$ cat src/rtl/cluster_ctrl_unit_v2.sv
// Cluster control unit: a memory-mapped register file holding the per-core fetch enables,
// boot addresses, event pulses and cluster configuration, plus a small boot sequencer.
module cluster_ctrl_unit_v2 #(
    parameter int          NB_CORES      = 8,
    parameter int          NB_ARB_CH     = 2,
    parameter int          PER_ID_WIDTH  = 5,
    parameter logic [31:0] ROM_BOOT_ADDR = 32'h1A000000,
    parameter logic [31:0] BOOT_ADDR     = 32'h1C000000
) (
    input  logic                         clk_i,
    input  logic                         rst_ni,

    input  logic                         en_sa_boot_i,
    input  logic                         fetch_en_i,

    input  logic                         req_i,
    input  logic [31:0]                  add_i,
    input  logic                         wen_i,
    input  logic [31:0]                  wdata_i,
    input  logic [3:0]                   be_i,
    input  logic [PER_ID_WIDTH-1:0]      id_i,

    output logic                         gnt_o,
    output logic                         r_valid_o,
    output logic [31:0]                  r_rdata_o,
    output logic [PER_ID_WIDTH-1:0]      r_id_o,
    output logic                         r_opc_o,

    output logic                         eoc_o,
    output logic [NB_CORES-1:0]          event_o,
    output logic                         cluster_cg_en_o,

    output logic                         hwpe_sel_o,
    output logic                         hwpe_en_o,
    output logic                         fregfile_disable_o,

    output logic [NB_CORES-1:0]          fetch_enable_o,
    output logic [NB_CORES-1:0][31:0]    boot_addr_o,
    output logic [NB_ARB_CH-1:0]         tcdm_arb_policy_o
);

    localparam logic [1:0] S_RESET      = 2'd0;
    localparam logic [1:0] S_BOOT       = 2'd1;
    localparam logic [1:0] S_WAIT_FETCH = 2'd2;
    localparam logic [1:0] S_RUN        = 2'd3;

    localparam logic [5:0] OFF_EOC       = 6'h00;
    localparam logic [5:0] OFF_FETCH_EN  = 6'h01;
    localparam logic [5:0] OFF_FETCH_SET = 6'h02;
    localparam logic [5:0] OFF_FETCH_CLR = 6'h03;
    localparam logic [5:0] OFF_EVENT     = 6'h04;
    localparam logic [5:0] OFF_CONFIG    = 6'h05;
    localparam logic [5:0] OFF_CG        = 6'h06;
    localparam logic [5:0] OFF_STATUS    = 6'h07;
    localparam int         OFF_BOOT_BASE = 16;
    localparam int         OFF_ARB_BASE  = 32;

    logic [1:0]                 state_q, state_d;
    logic [1:0]                 sync_q;
    logic                       eoc_q, eoc_d;
    logic                       cg_q, cg_d;
    logic                       hwpe_sel_q, hwpe_sel_d;
    logic                       hwpe_en_q, hwpe_en_d;
    logic                       freg_dis_q, freg_dis_d;
    logic [NB_CORES-1:0]        fetch_en_q, fetch_en_d;
    logic [NB_CORES-1:0]        event_q, event_d;
    logic [NB_CORES-1:0][31:0]  boot_addr_q, boot_addr_d;
    logic [NB_ARB_CH-1:0]       arb_q, arb_d;

    logic                       r_valid_q, r_valid_d;
    logic [31:0]                r_rdata_q, r_rdata_d;
    logic [PER_ID_WIDTH-1:0]    r_id_q, r_id_d;
    logic                       r_opc_q, r_opc_d;

    logic [5:0]                 off;
    logic                       wr;
    logic [31:0]                bmask;
    logic [NB_CORES-1:0]        fetch_wmask;
    logic [31:0]                rdata_c;
    logic                       hit;
    logic                       unmapped;
    logic                       unused_addr;

    assign off         = add_i[7:2];
    assign wr          = req_i & ~wen_i;
    assign bmask       = {{8{be_i[3]}}, {8{be_i[2]}}, {8{be_i[1]}}, {8{be_i[0]}}};
    assign fetch_wmask = wdata_i[NB_CORES-1:0] & bmask[NB_CORES-1:0];
    assign unused_addr = ^{add_i[31:8], add_i[1:0]};

    function automatic logic [31:0] merge_be(input logic [31:0] old_v,
                                             input logic [31:0] new_v,
                                             input logic [31:0] mask);
        return (old_v & ~mask) | (new_v & mask);
    endfunction

    // NOTE: every variable assigned here gets a default first, so no path can infer a latch.
    always_comb begin
        state_d     = state_q;
        eoc_d       = eoc_q;
        cg_d        = cg_q;
        hwpe_sel_d  = hwpe_sel_q;
        hwpe_en_d   = hwpe_en_q;
        freg_dis_d  = freg_dis_q;
        fetch_en_d  = fetch_en_q;
        boot_addr_d = boot_addr_q;
        arb_d       = arb_q;
        event_d     = '0;
        rdata_c     = '0;
        hit         = 1'b1;

        unique case (off)
            OFF_EOC: begin
                rdata_c = {31'b0, eoc_q};
                if (wr && be_i[0]) eoc_d = wdata_i[0];
            end
            OFF_FETCH_EN: begin
                rdata_c = 32'(fetch_en_q);
                if (wr) fetch_en_d = (fetch_en_q & ~bmask[NB_CORES-1:0]) | fetch_wmask;
            end
            OFF_FETCH_SET: if (wr) fetch_en_d = fetch_en_q | fetch_wmask;
            OFF_FETCH_CLR: if (wr) fetch_en_d = fetch_en_q & ~fetch_wmask;
            OFF_EVENT:     if (wr) event_d = fetch_wmask;
            OFF_CONFIG: begin
                rdata_c = {19'b0, freg_dis_q, hwpe_en_q, hwpe_sel_q, 10'b0};
                if (wr && be_i[1]) begin
                    hwpe_sel_d = wdata_i[10];
                    hwpe_en_d  = wdata_i[11];
                    freg_dis_d = wdata_i[12];
                end
            end
            OFF_CG: begin
                rdata_c = {31'b0, cg_q};
                if (wr && be_i[0]) cg_d = wdata_i[0];
            end
            OFF_STATUS: rdata_c = {12'b0, 4'(NB_ARB_CH), 3'b0, 5'(NB_CORES), 6'b0, state_q};
            default: begin
                hit = 1'b0;
                for (int i = 0; i < NB_CORES; i++) begin
                    if (off == 6'(OFF_BOOT_BASE + i)) begin
                        hit     = 1'b1;
                        rdata_c = boot_addr_q[i];
                        if (wr) boot_addr_d[i] = merge_be(boot_addr_q[i], wdata_i, bmask);
                    end
                end
                for (int c = 0; c < NB_ARB_CH; c++) begin
                    if (off == 6'(OFF_ARB_BASE + c)) begin
                        hit     = 1'b1;
                        rdata_c = {31'b0, arb_q[c]};
                        if (wr && be_i[0]) arb_d[c] = wdata_i[0];
                    end
                end
            end
        endcase

        // The boot sequencer runs after the bus decode so it wins any same-cycle conflict.
        unique case (state_q)
            S_RESET: state_d = S_BOOT;
            S_BOOT: begin
                state_d = S_WAIT_FETCH;
                if (en_sa_boot_i) begin
                    boot_addr_d[0] = ROM_BOOT_ADDR;
                    fetch_en_d[0]  = 1'b1;
                end
            end
            S_WAIT_FETCH: begin
                if (sync_q[1]) begin
                    state_d    = S_RUN;
                    fetch_en_d = '1;
                end
            end
            default: state_d = S_RUN;
        endcase
    end

    assign unmapped  = ~hit;
    assign r_valid_d = req_i;
    assign r_id_d    = req_i ? id_i : '0;
    assign r_opc_d   = req_i & unmapped;
    assign r_rdata_d = (req_i && wen_i && !unmapped) ? rdata_c : 32'b0;

    // NOTE: non-blocking assignments only in clocked logic, so every flop samples pre-edge values.
    always_ff @(posedge clk_i or negedge rst_ni) begin
        if (!rst_ni) begin
            state_q     <= S_RESET;
            sync_q      <= 2'b00;
            eoc_q       <= 1'b0;
            cg_q        <= 1'b0;
            hwpe_sel_q  <= 1'b1;
            hwpe_en_q   <= 1'b0;
            freg_dis_q  <= 1'b0;
            fetch_en_q  <= '0;
            event_q     <= '0;
            // NOTE: the boot address array is a handful of flops, not a RAM, so it is reset like any register.
            boot_addr_q <= {NB_CORES{BOOT_ADDR}};
            arb_q       <= '0;
            r_valid_q   <= 1'b0;
            r_rdata_q   <= '0;
            r_id_q      <= '0;
            r_opc_q     <= 1'b0;
        end else begin
            state_q     <= state_d;
            sync_q      <= {sync_q[0], fetch_en_i};
            eoc_q       <= eoc_d;
            cg_q        <= cg_d;
            hwpe_sel_q  <= hwpe_sel_d;
            hwpe_en_q   <= hwpe_en_d;
            freg_dis_q  <= freg_dis_d;
            fetch_en_q  <= fetch_en_d;
            event_q     <= event_d;
            boot_addr_q <= boot_addr_d;
            arb_q       <= arb_d;
            r_valid_q   <= r_valid_d;
            r_rdata_q   <= r_rdata_d;
            r_id_q      <= r_id_d;
            r_opc_q     <= r_opc_d;
        end
    end

    assign gnt_o              = 1'b1;
    assign r_valid_o          = r_valid_q;
    assign r_rdata_o          = r_rdata_q;
    assign r_id_o             = r_id_q;
    assign r_opc_o            = r_opc_q;
    assign eoc_o              = eoc_q;
    assign event_o            = event_q;
    assign cluster_cg_en_o    = cg_q;
    assign hwpe_sel_o         = hwpe_sel_q;
    assign hwpe_en_o          = hwpe_en_q;
    assign fregfile_disable_o = freg_dis_q;
    assign fetch_enable_o     = fetch_en_q;
    assign boot_addr_o        = boot_addr_q;
    assign tcdm_arb_policy_o  = arb_q;

endmodule

$ cat config.mk
export PLATFORM = sky130hd
export DESIGN_NAME = cluster_ctrl_unit_v2
export DESIGN_NICKNAME = d
export VERILOG_FILES = /design/src/rtl/cluster_ctrl_unit_v2.sv
export SDC_FILE = /design/constraint.sdc
export NUM_CORES = 1
export LEC_CHECK = 0
export CORE_ASPECT_RATIO = 1.5
export CORE_MARGIN = 2
export CORE_UTILIZATION = 40
export CTS_CLUSTER_DIAMETER = 200
export DETAILED_ROUTE_END_ITERATION = 16
export PLACE_DENSITY = 0.81
export RECOVER_POWER = 50
export SLEW_MARGIN = 40
export SYNTH_ARGS = -nofsm -noshare
export SYNTH_HDL_FRONTEND = slang
export SYNTH_SLANG_ARGS = --single-unit
$ cat constraint.sdc
create_clock -name clk_i -period 1.8 [get_ports clk_i]
set_clock_uncertainty 0.1 [all_clocks]
set_input_delay 0.54 -clock clk_i [delete_from_list [all_inputs] [get_ports clk_i]]
set_output_delay 0.54 -clock clk_i [all_outputs]
set_load 0.005 [all_outputs]
# == Word level (Yosys, flattened, before mapping) ==
# Cells that the tools add are included.
# word_totals
ff_bits,322
latch_bits,0
ram_bits,0
romBits,0
input_bits,79
out_inout_bits,319
word_cells,134
memories,0
# op_classes
add_sub_neg,0
multipliers,0
div,0
magnitude_cmp,0
n_eq_ne,20
shift,0
muxes,41
n_bitwise,30
n_reduce_logical,20
# op_table
op,count
32-bit two-way mux,16
32-bit bitwise AND,9
32-bit OR,8
32-bit one-hot mux with 6 select lines,1
"6-bit by 5-bit equality test with 1-bit output, second input constant",8
8-bit two-way mux,6
32-bit NOT,1
3-bit AND reduction,9
8-bit bitwise AND,3
"6-bit by 3-bit equality test with 1-bit output, second input constant",4
8-bit one-hot mux with 3 select lines,1
8-bit NOT,2
8-bit OR,2
"6-bit by 2-bit equality test with 1-bit output, second input constant",2
"6-bit equality test, second input constant",2
1-bit two-way mux,12
8-bit OR reduction,1
7-bit two-way mux,1
"6-bit by 1-bit equality test with 1-bit output, second input constant",1
6-bit logical NOT,1
2-bit one-hot mux with 3 select lines,1
2-bit AND reduction,3
5-bit two-way mux,1
1-bit logical AND,4
9 further kinds,12

# == Depth between registers and ports, before layout ==
# logic_depth
word_depth,14
depth_mapped,8
mapped_depth_nobuf,6

# == Worst setup path after synthesis ==
# OpenSTA, ideal clock, no wires.
# synth_timing
path_kind,input to register
start,in add_i[5]
end,"reg boot_addr_q, in the netlist boot_addr_o[29]"
setup_time_ns,0.136
t_arrival_ns,2.152
required_time_ns,1.564
slack_ns,-0.589
cell_stages,7
n_path_buf,2
cell_sequence,buf_4 or4b_4 buf_6 nor4_4 nand2_1 nand2_1 a21oi_1
# synth_lines
element,line_no,text
"start, declared",17,"input logic [31:0] add_i,"
"end signal, assigned",194,boot_addr_q <= {NB_CORES{BOOT_ADDR}};
"end signal, assigned",210,boot_addr_q <= boot_addr_d;
"end, declared",67,"logic [NB_CORES-1:0][31:0] boot_addr_q, boot_addr_d;"

# == Worst setup path in the final report ==
# layout_timing
start,in add_i[4]
end,"reg r_rdata_q[31], in the netlist r_rdata_o[31]"
# layout_via
elab_chain_len,14
elab_cells_between_ends,44
classes_between,eq/ne: 17; mux: 23; reduce/logical: 4
# layout_lines
element,line_no,text
"parallel branches: the longest is 13 deep, another holds 32-bit two-way mux",n/a,
32-bit two-way mux (*),179,assign r_rdata_d = (req_i && wen_i && !unmapped) ? rdata_c : 32'b0;
via r_rdata_d[31],71,"logic [31:0] r_rdata_q, r_rdata_d;"
"end signal, assigned",213,r_rdata_q <= r_rdata_d;
"end, declared",71,
# Mark *: on every way through the listed nets, which the timed path passes.
# A chain may end at the register's enable or synchronous reset.

==> impl_summary.md <==
Outcome
The flow ran to the end, but the final reports show violations. The final reports fail on negative setup slack.

Final layout
Leaving out fill and tap cells, the most frequent cell in the layout is sky130_fd_sc_hd__buf_4. The count of placed standard cells in the final layout, fillers left out is 2474. In the final design database the tool counted 2057 nets. The fraction of final layout cells sized beyond drive strength 1 is 59.2%. The library cells used most frequently in the layout, excluding fill and tap cells, are sky130_fd_sc_hd__buf_4 (408), sky130_fd_sc_hd__dfrtp_1 (294), sky130_fd_sc_hd__mux2_2 (199). The post-synthesis to final-layout area growth is 69.1%.

Critical path
By startpoint and endpoint, the worst setup path is classified as in2reg. The worst setup path is launched from a primary input. Counting stages on the worst path, the most repeated cell is sky130_fd_sc_hd__buf_6. The worst setup path is captured at a flip-flop. At the worst endpoint, the required time is 2.17 ns. The sum of buffers and inverters on the critical path is 3. Traced cell by cell, the critical path runs through buf_8 > or4b_4 > buf_6 > nor3_4 > buf_6 > a22oi_2 > a221oi_2 > o32a_1. In this design, the stage delay of the slowest critical-path cell is 0.59 ns. The arrival time of the worst setup path is 2.32 ns. The kind of cell with the highest combined delay along the critical path is simple AND/OR/NAND/NOR gates. The maximum fanout along the worst path is 6.

The critical path's slowest cell is sky130_fd_sc_hd__or4b_4.

Floorplanning
After floorplanning, the core was divided into 84 placement rows. The width of the chip is 158 um. Once the floorplan was initialized, standard cells occupied 40.5% of the core. The floorplan step defined a core boundary enclosing 35000 um^2. The number of top-level pins is 398. Measured along the y axis, the die boundary spans 235 um. The die covers 37000 um^2.

Detailed routing
The number of violations reported at the end of detailed-routing iteration 0 is 1327. For this block, the routed nets add up to 64.7 mm of wire. Dividing the detail-routed via count by the number of cells gives 5.81.

The residual DRC count is 0. The count of nets left with antenna violations after detail routing is 0. The first TritonRoute pass finished after 6 iterations. In the final routed layout, each cell accounts on average for 26.2 um.

The number of vias in the routed layout is 14400.

Synth
The number of register bits inferred by synthesis is 322. When the netlist entered floorplanning its net count stood at 1201. The number of enable flip-flop cells after synthesis is 0. The post-synthesis average cell area is 12.7 um^2. During synthesis, Yosys emitted a total of 0 warnings. In the synthesized netlist the async set-or-reset flop fraction comes to 100%. In this run the cell area of the synthesized design comes to 14200 um^2. The count of different cell masters after synthesis is 70. The fraction of the yosys area taken by sequential cells is 57.0%. Among all flip-flop cells after synthesis, the most frequent one is sky130_fd_sc_hd__dfrtp_1. The number of cells produced by synthesis is 1118.

Timing
The max-slew violation count is 0. The setup TNS after final layout is -6.62 ns. Setup repair after global routing could not meet its margin everywhere. The worst-margin pin slew is 0.787 ns. The number of failing hold endpoints at the final stage is 0.

Setup violations remaining at the end of the flow were counted as 133. Counting I/O delays and the setup requirement, the final critical path takes 1.95 ns. Timing would allow up to 512 MHz.

The worst pin sits at a relative slew slack of 47.5%. Dividing the final minimum period by the clock period gives 108%. After layout, the worst setup slack is -0.152 ns.

GRT
The number of antenna violations at the first check in global routing is 2. The aggregate global-route resource usage is 33.4%. Entering global routing, the biggest net connects 53 pins. The first global-routing pass estimated 91.8 mm of wire. The residual overflow from global routing is 0.

The number of global-route vias before repair is 15100.

Hold path
The class of the most critical hold timing path is reg2reg.

Placed design
The placed cell count is 2125. The worst slack at placement is -1.15 ns. The final weighted congestion in routability-driven placement is 0.943. The half-perimeter wire length after detailed placement is 42.3 mm. The number of buffers added on ports is 370.

Clock network
The clock tree buffer depth is 3. The CTS sink count is 322. The number of buffers created by CTS is 34.

At the later pin of the worst-skew pair, clock insertion delay measures 0.53 ns. The H-tree depth is 2. TritonCTS built the clock tree.

Clock-pin slew was measured on the worst setup and hold paths at 0.06 ns. The tree is rooted in a sky130_fd_sc_hd__clkbuf_16.

Flow run
Max-cap violations in this run came to 0.

Pwr
The leakage power figure is 0.0117 uW. The maximum resistive drop on vdd is 0.568 mV. In this run the power density over the cells is 716 nW/um^2.
-- cells in the mapped netlist (all sizes together) (4+ instances only) --
cell type | n | area share, %
o311ai | 5 | 0.31
a222oi | 7 | 0.49
a221oi | 15 | 0.93
ha | 4 | 0.35
mux2 | 229 | 18
o2bb2ai | 7 | 0.43
nand2b | 5 | 0.22
o21ai | 29 | 1.0
a22oi | 51 | 2.7
a22o | 12 | 0.74
nor3 | 10 | 0.54
dfrtp | 297 | 52
and2 | 18 | 0.79
a221o | 5 | 0.35
clkbuf | 31 | 0.82
nand3 | 37 | 1.5
nor2 | 78 | 2.7
a31oi | 11 | 0.49
o211ai | 7 | 0.37
nor2b | 4 | 0.18
o221ai | 4 | 0.25
buf | 28 | 1.3
nand2 | 69 | 1.8
dfstp | 25 | 4.6
a21oi | 49 | 1.7
mux2i | 16 | 1.1
a41oi | 8 | 0.49
inv | 7 | 0.19
-- final timing paths --
check	slack, ns	cells past startpoint	from	end
hold reg to reg	0.25	0	sync_q[0]	sync_q[1]
hold / removal	0.25	0	sync_q[0]	sync_q[1]
max in group asynchronous	0.07	4	rst_ni	asynchronous set/reset pin
min in group asynchronous	0.53	2	rst_ni	asynchronous set/reset pin
setup / recovery	-0.15	8	add_i[4]	r_rdata_o[31]
setup reg to reg	0.08	7	flip-flop	r_rdata_o[0]
-- cell families after synthesis --
| family | count (synthesis) | share of synthesized area (%) |
|---|---|---|
| flops | 322 | 57.0 |
| other cells | 1 | 0.0264 |
| compound gates | 225 | 11.2 |
| buf+inv | 66 | 2.28 |
| mux | 245 | 19.3 |
| simple gates | 252 | 9.67 |
| fa+ha+maj | 4 | 0.353 |
| xor+xnor | 3 | 0.185 |
-- metrics by stage --
step | hold slack, ns | area, um^2 | total power (uW) | util (%)
after floorplan | 0.144 | 14400 | 8400 | -
after global placement | 0.233 | 20600 | 9760 | 58.9
after detailed placement | 0.236 | 20600 | 9820 | 58.9
after CTS | 0.250 | 23500 | 17000 | 67.0
after global routing | 0.271 | 24000 | 17600 | 68.5
final | 0.250 | 24000 | 17200 | 68.5
-- area by class of cell --
type	instances	area (um^2)
fillers	2317	11000
flip-flops and latches	322	8090
repair buffers	879	7460
multi-input cells	730	6700
clock buffers	44	938
well taps	473	592
clock inverters	18	170
inverters	7	26.3
diodes	1	2.50
-- metal layers --
| layer | share of wire, % | GRT usage (%) |
|---|---|---|
| met1 | 34 | 36.6 |
| met2 | 50 | 56.3 |
| met3 | 8.2 | 7.47 |
| met4 | 8.4 | 23.4 |
| met5 | 0.019 | 0 |
-- where the power goes --
part	switching (uW)	internal, uW
clock	3090	4020
sequential	227	7550
combinational	1110	1170
-- repair_timing --
item / CTS / global route
gates cloned: 2 / 1
setup buffers: 249 / 36
endpoints found under the setup margin: 629 / 331
gates resized for setup: 969 / 258
pin swaps: 31 / 73
hold buffers: 1 / 0
endpoints found under the hold margin: 10 / 0
-- worst register-to-register path: stages (launching register included) --
cell and delay (ns):
sky130_fd_sc_hd__dfrtp_1 0.40, sky130_fd_sc_hd__buf_4 0.13, sky130_fd_sc_hd__buf_4 0.10, sky130_fd_sc_hd__mux2i_1 0.07
sky130_fd_sc_hd__o2bb2ai_1 0.19, sky130_fd_sc_hd__nand2_1 0.08, sky130_fd_sc_hd__a211o_1 0.31, sky130_fd_sc_hd__a41oi_2 0.26
(Power assumes the default switching activity.)
